[src/rtl/ram_master.sv]
// Command-stream initiator for an edge-strobed 8-bit RAM port: one access in flight, registered strobes.
// Optional read timeout is enabled by defining RAM_MASTER_TIMEOUT_EN.
module ram_master #(
  parameter int unsigned STROBE_CYCLES  = 2,
`ifdef RAM_MASTER_TIMEOUT_EN
  parameter int unsigned TIMEOUT_CYCLES = 16,
`endif
  parameter int unsigned GAP_CYCLES     = 1
) (
  input  logic       i_clk,
  input  logic       i_rst_n,
  input  logic       i_cmd_valid,
  output logic       o_cmd_ready,
  input  logic       i_cmd_write,
  input  logic [7:0] i_cmd_addr,
  input  logic [7:0] i_cmd_wdata,
  output logic       o_rsp_valid,
  output logic [7:0] o_rsp_data,
  output logic       o_rsp_err,
  output logic       o_busy,
  output logic       o_mem_read,
  output logic       o_mem_write,
  output logic [7:0] o_mem_read_addr,
  output logic [7:0] o_mem_write_addr,
  output logic [7:0] o_mem_wdata,
  input  logic [7:0] i_mem_data,
  input  logic       i_mem_valid,
  output logic [1:0] o_dbg_state
);

  // Handshake: a command transfers on a clock edge where i_cmd_valid && o_cmd_ready;
  // o_cmd_ready is high only in IDLE and never depends on i_cmd_valid.
  typedef enum logic [1:0] {ST_IDLE, ST_STROBE, ST_GAP, ST_WAIT} state_e;

  localparam logic [7:0] STROBE_LAST = 8'(STROBE_CYCLES - 1);
  localparam logic [7:0] GAP_LAST    = 8'(GAP_CYCLES - 1);

  state_e     state_q, state_d;
  logic [7:0] cnt_q, cnt_d;
  logic       is_write_q, is_write_d;
  logic       got_q, got_d;
  logic [7:0] cap_q, cap_d;
  logic       rd_q, rd_d, wr_q, wr_d;
  logic [7:0] raddr_q, raddr_d, waddr_q, waddr_d, wdata_q, wdata_d;
  logic       rsp_valid_q, rsp_valid_d;
  logic [7:0] rsp_data_q, rsp_data_d;
`ifdef RAM_MASTER_TIMEOUT_EN
  localparam logic [7:0] TIMEOUT_LAST = 8'(TIMEOUT_CYCLES - 1);
  logic [7:0] tcnt_q, tcnt_d;
  logic       rsp_err_q, rsp_err_d;
`endif

  always_comb begin
    state_d     = state_q;
    cnt_d       = cnt_q;
    is_write_d  = is_write_q;
    got_d       = got_q;
    cap_d       = cap_q;
    rd_d        = rd_q;
    wr_d        = wr_q;
    raddr_d     = raddr_q;
    waddr_d     = waddr_q;
    wdata_d     = wdata_q;
    rsp_valid_d = 1'b0;
    rsp_data_d  = rsp_data_q;
`ifdef RAM_MASTER_TIMEOUT_EN
    rsp_err_d   = 1'b0;
    tcnt_d      = tcnt_q;
    if (state_q != ST_IDLE && tcnt_q < TIMEOUT_LAST) tcnt_d = tcnt_q + 8'd1;
`endif
    // Only the first i_mem_valid pulse of a read is kept; WAIT consumes its pulse directly.
    if ((state_q == ST_STROBE || state_q == ST_GAP) && !is_write_q && i_mem_valid && !got_q) begin
      got_d = 1'b1;
      cap_d = i_mem_data;
    end
    case (state_q)
      ST_IDLE: begin
        if (i_cmd_valid) begin
          state_d    = ST_STROBE;
          cnt_d      = 8'd0;
          got_d      = 1'b0;
          is_write_d = i_cmd_write;
`ifdef RAM_MASTER_TIMEOUT_EN
          tcnt_d     = 8'd0;
`endif
          if (i_cmd_write) begin
            wr_d    = 1'b1;
            waddr_d = i_cmd_addr;
            wdata_d = i_cmd_wdata;
          end else begin
            rd_d    = 1'b1;
            raddr_d = i_cmd_addr;
          end
        end
      end
      ST_STROBE: begin
        if (cnt_q == STROBE_LAST) begin
          rd_d    = 1'b0;
          wr_d    = 1'b0;
          cnt_d   = 8'd0;
          state_d = ST_GAP;
        end else begin
          cnt_d = cnt_q + 8'd1;
        end
      end
      ST_GAP: begin
        if (cnt_q != GAP_LAST) begin
          cnt_d = cnt_q + 8'd1;
        end else if (is_write_q) begin
          state_d = ST_IDLE;
        end else if (got_q || i_mem_valid) begin
          state_d     = ST_IDLE;
          rsp_valid_d = 1'b1;
          rsp_data_d  = got_q ? cap_q : i_mem_data;
        end else begin
          state_d = ST_WAIT;
        end
      end
      ST_WAIT: begin
        if (i_mem_valid) begin
          state_d     = ST_IDLE;
          rsp_valid_d = 1'b1;
          rsp_data_d  = i_mem_data;
        end
`ifdef RAM_MASTER_TIMEOUT_EN
        else if (tcnt_q >= TIMEOUT_LAST) begin
          state_d     = ST_IDLE;
          rsp_valid_d = 1'b1;
          rsp_err_d   = 1'b1;
          rsp_data_d  = 8'hFF;
        end
`endif
      end
      default: state_d = ST_IDLE;
    endcase
  end

  always_ff @(posedge i_clk or negedge i_rst_n) begin
    if (!i_rst_n) begin
      state_q     <= ST_IDLE;
      cnt_q       <= 8'd0;
      is_write_q  <= 1'b0;
      got_q       <= 1'b0;
      cap_q       <= 8'd0;
      rd_q        <= 1'b0;
      wr_q        <= 1'b0;
      raddr_q     <= 8'd0;
      waddr_q     <= 8'd0;
      wdata_q     <= 8'd0;
      rsp_valid_q <= 1'b0;
      rsp_data_q  <= 8'd0;
`ifdef RAM_MASTER_TIMEOUT_EN
      tcnt_q      <= 8'd0;
      rsp_err_q   <= 1'b0;
`endif
    end else begin
      state_q     <= state_d;
      cnt_q       <= cnt_d;
      is_write_q  <= is_write_d;
      got_q       <= got_d;
      cap_q       <= cap_d;
      rd_q        <= rd_d;
      wr_q        <= wr_d;
      raddr_q     <= raddr_d;
      waddr_q     <= waddr_d;
      wdata_q     <= wdata_d;
      rsp_valid_q <= rsp_valid_d;
      rsp_data_q  <= rsp_data_d;
`ifdef RAM_MASTER_TIMEOUT_EN
      tcnt_q      <= tcnt_d;
      rsp_err_q   <= rsp_err_d;
`endif
    end
  end

  assign o_cmd_ready      = (state_q == ST_IDLE);
  assign o_busy           = (state_q != ST_IDLE);
  assign o_rsp_valid      = rsp_valid_q;
  assign o_rsp_data       = rsp_data_q;
  assign o_mem_read       = rd_q;
  assign o_mem_write      = wr_q;
  assign o_mem_read_addr  = raddr_q;
  assign o_mem_write_addr = waddr_q;
  assign o_mem_wdata      = wdata_q;
  assign o_dbg_state      = state_q;
`ifdef RAM_MASTER_TIMEOUT_EN
  assign o_rsp_err        = rsp_err_q;
`else
  assign o_rsp_err        = 1'b0;
`endif

endmodule

[config.mk]
export PLATFORM = sky130hd
export DESIGN_NAME = ram_master
export DESIGN_NICKNAME = d
export VERILOG_FILES = /design/src/rtl/ram_master.sv
export SDC_FILE = /design/constraint.sdc
export NUM_CORES = 1
export LEC_CHECK = 0
export ABC_AREA = 1
export BUFFER_PORTS_ARGS = -buffer_cell sky130_fd_sc_hd__buf_2
export CORE_MARGIN = 3
export CORE_UTILIZATION = 30
export DETAILED_ROUTE_END_ITERATION = 10
export GPL_ROUTABILITY_DRIVEN = 0
export GPL_TIMING_DRIVEN = 0
export PLACE_DENSITY = 0.53
export SLEW_MARGIN = 20
export SYNTH_ARGS = -nofsm -noshare
export SYNTH_HDL_FRONTEND = slang
export SYNTH_SLANG_ARGS = --single-unit
[constraint.sdc]
create_clock -name i_clk -period 2.1 [get_ports i_clk]
set_input_delay 0 -clock i_clk [delete_from_list [all_inputs] [get_ports i_clk]]
set_output_delay 0 -clock i_clk [all_outputs]
set_load 0.03 [all_outputs]
==> metrics.yaml, run 1 <==
fin_cells: 507
core_region_area_mm2: 0.00846
grt_pass1_wl_um: 10500
finClkSkew_ps: 7.76
clockRootBuffer: "clkbuf_8"
clk_latency_ps: 300
wl_met3_um: 398
rsz0062_at_grt: "false"
hold_viol: 0
row_count: 33
place_hpwl_um: 4490
track_usage_pct: 12.6
ioPinCount: 69
slew_violations: 0
max_freq_mhz: 535
critPathCaptureType: "flip-flop"
avgSynthCellArea_um2: 8.92
clock_path_buffers: 2
numCtsBuffers: 5
wl_met2_um: 2830
worstPathArrival_ps: 2060
slew_headroom_pct: 54.0
ys_seq_area_share_pct: 50.9
place_area_mm2: 0.00317
setup_violations: 0
leakage_nw: 1.80
yosysWarnings: 0
wl_per_cell_um: 11.9
ys_ff_latch: 55
p_per_area_mw_per_mm2: 1440
crit_path_start_kind: "flip-flop"
synth_area_leaders: "dfrtp_1 (51%), nand2_1 (11%), o21ai_0 (6.1%)"
cts_htree_levels: 2
initialDrtViolationCount: 66
status: "complete, no violations"
die_h_um: 101
nNetsFinal: 438
via_per_inst: 4.39
drc_errors: 0
drt-met1-wl_um: 2750
synth_ff_type: "dfrtp_1"
antenna_found_initial: 0
vias: 2226
syn_inst: 303
max_cap_viol_count: 0
floorplan.die_area_mm2: 0.0102
yosysTopAreaCellShare_pct: 50.9
portBuffers: 67
clk_pin_slew_ps: 100
synth_common_cells: "nand2_1 (81), dfrtp_1 (55), inv_1 (34), o21ai_0 (33)"
min_path_type: "in -> reg"
drive_above_1_share_pct: 28.6
yosys.cell_count.top_type: "nand2_1"
synth_area_mm2: 0.00270
async_flop_share_pct: 100
grt_overflow_total: 0
fillers: 850
ant_nets: 0
synth_fp_nets: 339
ir_drop_uv: 670
insertedDiodeCount: 0
area_growth_pct: 30.0
synth_largest_area_cell: "dfrtp_1"
die_w_um: 101
start_util_pct: 31.9
tightest_slew_ps: 690
maxUsedRoutingLayer: "met4"
cts.sinks: 55
min_period_ps: 1870
setup_tns_ps: 0
grt_pass1_vias: 2262
synth_edf_count: 0
placed_cells: 475
critical_path_class: "reg -> reg"
required_ps: 2290
grt_max_degree: 56
period_share_pct: 88.9
cts_tree: "yes"
dr.pass1.iters: 4
synthDistinctLibCells: 30
crit_fanout: 10
design_area_mm2: 0.00351
wl_um: 6030
-- timing repair --
action,in CTS,in global routing
setup buffers,0,0
endpoints found under the hold margin,87,0
hold buffers,25,0
gates resized for setup,0,0
-- worst max-delay path: stages, from the launching register on --
cell and delay [ps]:
dfrtp_1 440, inv_1 90, ha_1 420, inv_1 150, nor3_2 160, nand2_1 150
buf_2 210, nand2_1 60, o21ai_0 70
-- through the flow --
| stage | worst slack, ps | util (%) | total power [mW] | hold slack, ps |
|---|---|---|---|---|
| floorplan | 75.3 | - | 3.73 | -296 |
| global placement | 201 | 37.4 | 4.46 | 233 |
| detailed placement | 218 | 37.5 | 4.50 | 103 |
| CTS | 190 | 41.5 | 5.16 | 57.1 |
| global route | 65.5 | 41.5 | 5.48 | 92.5 |
| finish | 232 | 41.5 | 5.07 | 57.0 |
-- cells by family after synthesis --
logic type / after synthesis / synth area share, %
adder cells (fa/ha/maj): 7 / 3.24
AND/OR/NAND/NOR: 123 / 19.5
AO/OA/AOI/OAI: 56 / 12.4
buffers and inverters: 46 / 7.73
flip-flops: 55 / 50.9
XOR/XNOR: 1 / 0.324
multiplexers: 14 / 5.69
other: 1 / 0.139
-- flip-flops by register name, indices dropped and copies added (netlist names) --
name,cells
got_q,1
cap_q,8
o_mem_write,1
o_rsp_data,8
o_mem_read,1
o_mem_write_addr,8
o_mem_read_addr,8
o_rsp_valid,1
cnt_q,8
o_mem_wdata,8
o_dbg_state,2
is_write_q,1
-- power breakdown --
group	internal, mW	total (mW)	leakage (nW)	switching [mW]
clock network	0.266	0.606	0.0477	0.339
registers	1.52	1.77	0.691	0.251
logic	0.882	2.70	1.06	1.82
total	2.66	5.07	1.80	2.41
-- worst paths after layout --
kind                                 from  slack (ps)  cells after the start             to
hold reg to reg             o_rsp_data[7]         490                      2  o_rsp_data[7]
hold / removal                i_cmd_valid          60                      4          got_q
min in group asynchronous         i_rst_n         270                      2       cnt_q[3]
setup / recovery           o_dbg_state[1]         230                      8       cap_q[3]
setup reg to reg           o_dbg_state[1]         230                      8       cap_q[3]
max in group asynchronous         i_rst_n        1360                      2     is_write_q
-- placed cells by master (no fill, tap or decap), types with 3 or more instances in the layout --
cell and n:
mux2_2 11, o21ai_0 33, o21ai_2 8, buf_2 71, dfrtp_1 55, dlygate4sd3_1 25, buf_4 3, ha_1 7
nand2_1 81, buf_6 3, mux2i_1 3, nor2_1 14, nand3_1 14, clkbuf_8 6, inv_1 34, nand2_2 6
o21ai_1 7
-- area by class of cell --
cell class | instances | area [um2] | area share, %
well taps | 105 | 131 | 3.74
multi-input cells | 202 | 1120 | 31.8
repair buffers | 92 | 588 | 16.7
clock buffers | 6 | 82.6 | 2.35
plain buffers | 12 | 81.3 | 2.31
flip-flops and latches | 55 | 1380 | 39.2
inverters | 34 | 128 | 3.63
clock inverters | 1 | 8.76 | 0.249
-- layer usage --
layer | track usage (%) | up-vias
li1 | - | 1158
met3 | 3.81 | 5
met5 | 0 | -
met4 | 3.07 | 0
met1 | 16.3 | 1009
met2 | 20.8 | 54
No activity file was read; power rests on OpenSTA's default activity.
==> run 2, diff against run 1 <==
--- a/config.mk
+++ b/config.mk
@@ -7,12 +7,14 @@
 export LEC_CHECK = 0
 export ABC_AREA = 1
 export BUFFER_PORTS_ARGS = -buffer_cell sky130_fd_sc_hd__buf_2
+export CELL_PAD_IN_SITES_DETAIL_PLACEMENT = 1
+export CELL_PAD_IN_SITES_GLOBAL_PLACEMENT = 2
 export CORE_MARGIN = 3
 export CORE_UTILIZATION = 30
 export DETAILED_ROUTE_END_ITERATION = 10
 export GPL_ROUTABILITY_DRIVEN = 0
 export GPL_TIMING_DRIVEN = 0
-export PLACE_DENSITY = 0.53
+export PLACE_DENSITY = 0.8
 export SLEW_MARGIN = 20
 export SYNTH_ARGS = -nofsm -noshare
 export SYNTH_HDL_FRONTEND = slang
==> run 2 against run 1 <==
Critical path depth unchanged. Via count rose by 4.9%. First-iteration DRC count rose by 32%. Wire length increased by 19%. Global-route usage grew 2.1 points. Non-clock buffer count stayed put. Clock power up 8.6%. Sequential cell count is the same. Sequential power about the same. Clock-buffer cell count stayed put. Worst setup slack improved by 5.1 ps. Die area did not move. Largest cell class unchanged. Largest power group unchanged. Highest routed layer unchanged.
==> metrics.yaml, run 2 (synthesis results as in run 1) <==
clockRootBuffer: "clkbuf_8"
antenna_found_initial: 0
worstHoldPathCells: 4
vias: 2335
wl_um: 7190
start_util_pct: 31.9
slew_violations: 0
slew_headroom_pct: 52.7
worst_r2r_startpoint: "o_dbg_state[0]"
leakage_nw: 1.81
finClkSkew_ps: 9.36
area_growth_pct: 30.6
drc_errors: 0
worstPathArrival_ps: 2060
critical_path_class: "reg -> reg"
max_freq_mhz: 537
clk_latency_ps: 310
via_per_inst: 4.60
place_hpwl_um: 5110
p_per_area_mw_per_mm2: 1480
floorplan.die_area_mm2: 0.0102
cts.sinks: 55
setup_violations: 0
core_region_area_mm2: 0.00846
cts_htree_levels: 2
row_count: 33
critPathCaptureType: "flip-flop"
r2r_end: "cap_q[3]"
die_w_um: 101
rrSetupSlack_ps: 240
status: "complete, no violations"
clk_pin_slew_ps: 110
grt_max_degree: 56
grt_overflow_total: 0
numCtsBuffers: 5
clock_path_buffers: 2
reg2reg_depth: 8
crit_fanout: 10
final_common_cell: "nand2_1"
setup_tns_ps: 0
nNetsFinal: 438
grt_pass1_vias: 2548
min_period_ps: 1860
initialDrtViolationCount: 87
final_cell_mix: "nand2_1 (81), buf_2 (71), dfrtp_1 (54), inv_1 (34), o21ai_0 (33)"
grt_pass1_wl_um: 12100
insertedDiodeCount: 0
tightest_slew_ps: 710
ioPinCount: 69
wl_per_cell_um: 14.1
worstHoldStart: "i_cmd_valid"
ir_drop_uv: 633
period_share_pct: 88.7
cts_tree: "yes"
crit_path_start_kind: "flip-flop"
drive_above_1_share_pct: 29.3
hold_end: "got_q"
required_ps: 2300
min_path_type: "in -> reg"
ant_nets: 0
rsz0062_at_grt: "false"
max_cap_viol_count: 0
die_h_um: 101
hold_viol: 0
portBuffers: 67
place_area_mm2: 0.00317
dr.pass1.iters: 4
design_area_mm2: 0.00353
track_usage_pct: 14.7
==> run 2: cell types whose count changed in the layout (fill, tap and decap cells not counted) <==
cell      change
ha_2          +1
ha_1          -1
inv_6         -1
dfrtp_2       +1
clkinv_4      +1
dfrtp_1       -1
inv_8         +1
==> run 2: per-stage QoR <==
| stage | hold WS [ps] | worst slack [ps] | std cells | util (%) | power (mW) |
|---|---|---|---|---|---|
| after floorplan | -296 | 75.3 | 303 | - | 3.73 |
| after global placement | 231 | 149 | 475 | 37.4 | 4.50 |
| after detailed placement | 108 | 98.1 | 475 | 37.5 | 4.57 |
| after CTS | 16.6 | 58.0 | 508 | 41.6 | 5.29 |
| after global routing | 56.3 | 43.0 | 508 | 41.7 | 5.62 |
| final | 28.3 | 237 | 508 | 41.7 | 5.21 |
==> run 2: routing by layer <==
metal	routed length [um]	track usage [%]	part of all wire, %
met1	3040	17.6	42
met2	3870	27.1	54
met3	261	3.04	3.6
met4	21	2.76	0.29
met5	0	0	0
==> run 2: cell type report <==
cell class | count | area (um2)
fill | 998 | 4940
sequential | 55 | 1380
multi-input combinational | 202 | 1120
timing repair buffer | 92 | 588
tap | 105 | 131
inverter | 34 | 128
clock buffer | 6 | 82.6
buffer | 12 | 81.3
clock inverter | 2 | 20.0
==> run 2: critical path, cell delays in order, from the launching register on <==
cell,delay (ps)
dfrtp_1,420
inv_1,100
ha_2,420
inv_1,120
nor3_2,150
nand2_1,160
buf_2,220
nand2_1,70
o21ai_0,80
==> run 2: worst max-delay path by stage <==
| stage | startpoint | to | cells past startpoint |
|---|---|---|---|
| after floorplan | o_dbg_state[0] | cnt_q[4] | 7 |
| after global placement | o_dbg_state[1] | cap_q[6] | 8 |
| after detailed placement | o_dbg_state[1] | cap_q[3] | 8 |
| after CTS | o_dbg_state[1] | cap_q[3] | 8 |
| after global routing | o_dbg_state[0] | cap_q[6] | 7 |
| final | o_dbg_state[0] | cap_q[3] | 8 |
==> run 2: power breakdown <==
group	leakage, nW	switching [mW]	internal [mW]	total [mW]
registers	0.690	0.258	1.52	1.77
logic	1.06	1.88	0.894	2.78
clock network	0.0533	0.378	0.279	0.658
==> run 2: what timing repair did <==
item | 4_1_cts | 5_1_grt
hold buffers | 25 | 0
buffers inserted | 0 | 0
endpoints found under the setup margin | 0 | 5
gates resized for setup | 0 | 2
endpoints found under the hold margin | 87 | 0
==> run 3, diff against run 2 <==
--- a/config.mk
+++ b/config.mk
@@ -10,11 +10,11 @@
 export CELL_PAD_IN_SITES_DETAIL_PLACEMENT = 1
 export CELL_PAD_IN_SITES_GLOBAL_PLACEMENT = 2
 export CORE_MARGIN = 3
-export CORE_UTILIZATION = 30
+export CORE_UTILIZATION = 33
 export DETAILED_ROUTE_END_ITERATION = 10
 export GPL_ROUTABILITY_DRIVEN = 0
 export GPL_TIMING_DRIVEN = 0
-export PLACE_DENSITY = 0.8
+export PLACE_DENSITY = 0.86
 export SLEW_MARGIN = 20
 export SYNTH_ARGS = -nofsm -noshare
 export SYNTH_HDL_FRONTEND = slang
==> constraint.sdc (replaced) <==
create_clock -name i_clk -period 2.4 [get_ports i_clk]
set_input_delay 0 -clock i_clk [delete_from_list [all_inputs] [get_ports i_clk]]
set_output_delay 0 -clock i_clk [all_outputs]
set_load 0.03 [all_outputs]
==> run 3 against run 2 <==
Core utilization up 3.2 points. Power down 12%. Via count up 0.34%. Clock skew down 1.4 ps. Combinational power down 13%. Global-route usage up 1.9 points. Clock power down 11%. Register-to-register slack better by 220 ps. Highest routed layer is now met5. Critical path type unchanged. Worst setup slack better by 220 ps. Sequential cell count unchanged. Fmax down 4.2%. Clock-buffer cell count unchanged.
==> metrics.yaml, run 3 (synthesis results as in run 1) <==
cts_tree: "yes"
track_usage_pct: 16.6
cts.sinks: 55
setup_ws_ps: 456
clk_pin_slew_ps: 110
floorplan.die_area_mm2: 0.00931
leakage_nw: 1.81
hold_viol: 0
slew_headroom_pct: 53.0
pwr-share-comb_pct: 53.0
numCtsBuffers: 5
wl_per_cell_um: 14.2
clk_latency_ps: 320
clockPowerShare_pct: 12.9
final_common_cell: "nand2_1"
p_per_area_mw_per_mm2: 1300
netSwitchingPower_mw: 2.22
dr.pass1.iters: 3
crit_chain: "inv_1, ha_1, inv_1, nor3_2, nand2_1, buf_2, nand2_1, o21ai_0"
grt_pass1_wl_um: 12300
min_period_ps: 1940
core_region_area_mm2: 0.00785
worstPathArrival_ps: 2150
place_hpwl_um: 5040
die_h_um: 96.5
setup_violations: 0
share_seq_of_total_power_pct: 34.2
drc_errors: 0
insertedDiodeCount: 0
slew_violations: 0
placed_cells: 472
clock_path_buffers: 2
holdWs_ps: 50.4
start_util_pct: 34.4
worstHoldStart: "i_cmd_valid"
clockRootBuffer: "clkbuf_8"
p_sw_share_pct: 48.6
grt_pass1_vias: 2545
min_path_type: "in -> reg"
antenna_found_initial: 1
ir_drop_uv: 584
drive_above_1_share_pct: 28.8
vias: 2343
crit_fanout: 10
period_share_pct: 81.0
row_count: 32
status: "complete, no violations"
finClkSkew_ps: 7.92
worst_r2r_startpoint: "o_dbg_state[1]"
via_per_inst: 4.64
nNetsFinal: 438
cell_internal_pwr_mw: 2.34
portBuffers: 67
critPathCaptureType: "flip-flop"
reg2reg_depth: 8
crit_path_top_delay_cell: "dfrtp_1"
max_cap_viol_count: 0
area_growth_pct: 30.3
pre_cts_slack_ps: 470
critical_path_class: "reg -> reg"
rsz0062_at_grt: "false"
required_ps: 2600
final_cell_mix: "nand2_1 (81), buf_2 (71), dfrtp_1 (55), inv_1 (34), o21ai_0 (33)"
cpPeakStageDelay_ps: 450
cts_htree_levels: 2
cts-resized-gates: 0
worstHoldPathCells: 4
crit_path_start_kind: "flip-flop"
tightest_slew_ps: 705
max_freq_mhz: 514
initialDrtViolationCount: 69
startpoint: "o_dbg_state[1]"
grt_overflow_total: 0
ioPinCount: 69
grt_max_degree: 56
wl_um: 7150
setup_tns_ps: 0
ant_nets: 0
fin_cells: 505
die_w_um: 96.5
==> run 3: cell types whose count changed in the layout (fill, tap and decap cells not counted) <==
| cell | change |
|---|---|
| dfrtp_2 | -1 |
| ha_2 | -1 |
| dfrtp_1 | +1 |
| ha_1 | +1 |
==> run 3: per-stage QoR <==
step	area, um2	power [mW]	utilization, %
final	3520	4.56	44.9
after global routing	3520	4.94	44.9
after CTS	3520	4.61	44.9
after detailed placement	3170	3.97	40.4
after global placement	3170	3.92	40.3
after floorplan	2700	3.26	-
==> run 3: layer usage <==
metal / routed length (um) / GRT usage, %
met1: 3050 / 20.7
met2: 3710 / 29.3
met3: 308 / 4.11
met4: 65 / 3.15
met5: 13 / 0
==> run 3: critical path, delay by kind of cell (launching register included) <==
kind	cells	cell delay [ps]
compound gates	1	80
fa+ha+maj	1	430
buf+inv	3	480
flops	1	450
simple gates	3	390
==> run 3: final cells by class <==
class | count | area (um2)
buffer | 12 | 81.3
clock buffer | 6 | 82.6
clock inverter | 2 | 20.0
fill | 990 | 4330
inverter | 34 | 128
multi-input combinational | 202 | 1120
sequential | 55 | 1380
tap | 102 | 128
timing repair buffer | 92 | 588
==> run 3: what timing repair did <==
item	in CTS	in global routing
endpoints found under the hold margin	87	0
setup buffers	0	0
hold buffers	25	0
==> run 3: power groups by stage <==
stage	logic [mW]	clock network (mW)	registers, mW
floorplan	1.10	0	2.16
global placement	2.37	0	1.55
detailed placement	2.41	0	1.57
CTS	2.45	0.608	1.56
global route	2.68	0.650	1.61
finish	2.42	0.587	1.56
==> run 3: final timing paths <==
kind / to / slack (ps)
max in group asynchronous: cap_q[2] / 1650
min in group asynchronous: o_mem_read_addr[2] / 290
min: got_q / 50
max: cap_q[5] / 460
min reg2reg: o_mem_read / 490
max reg2reg: cap_q[5] / 460
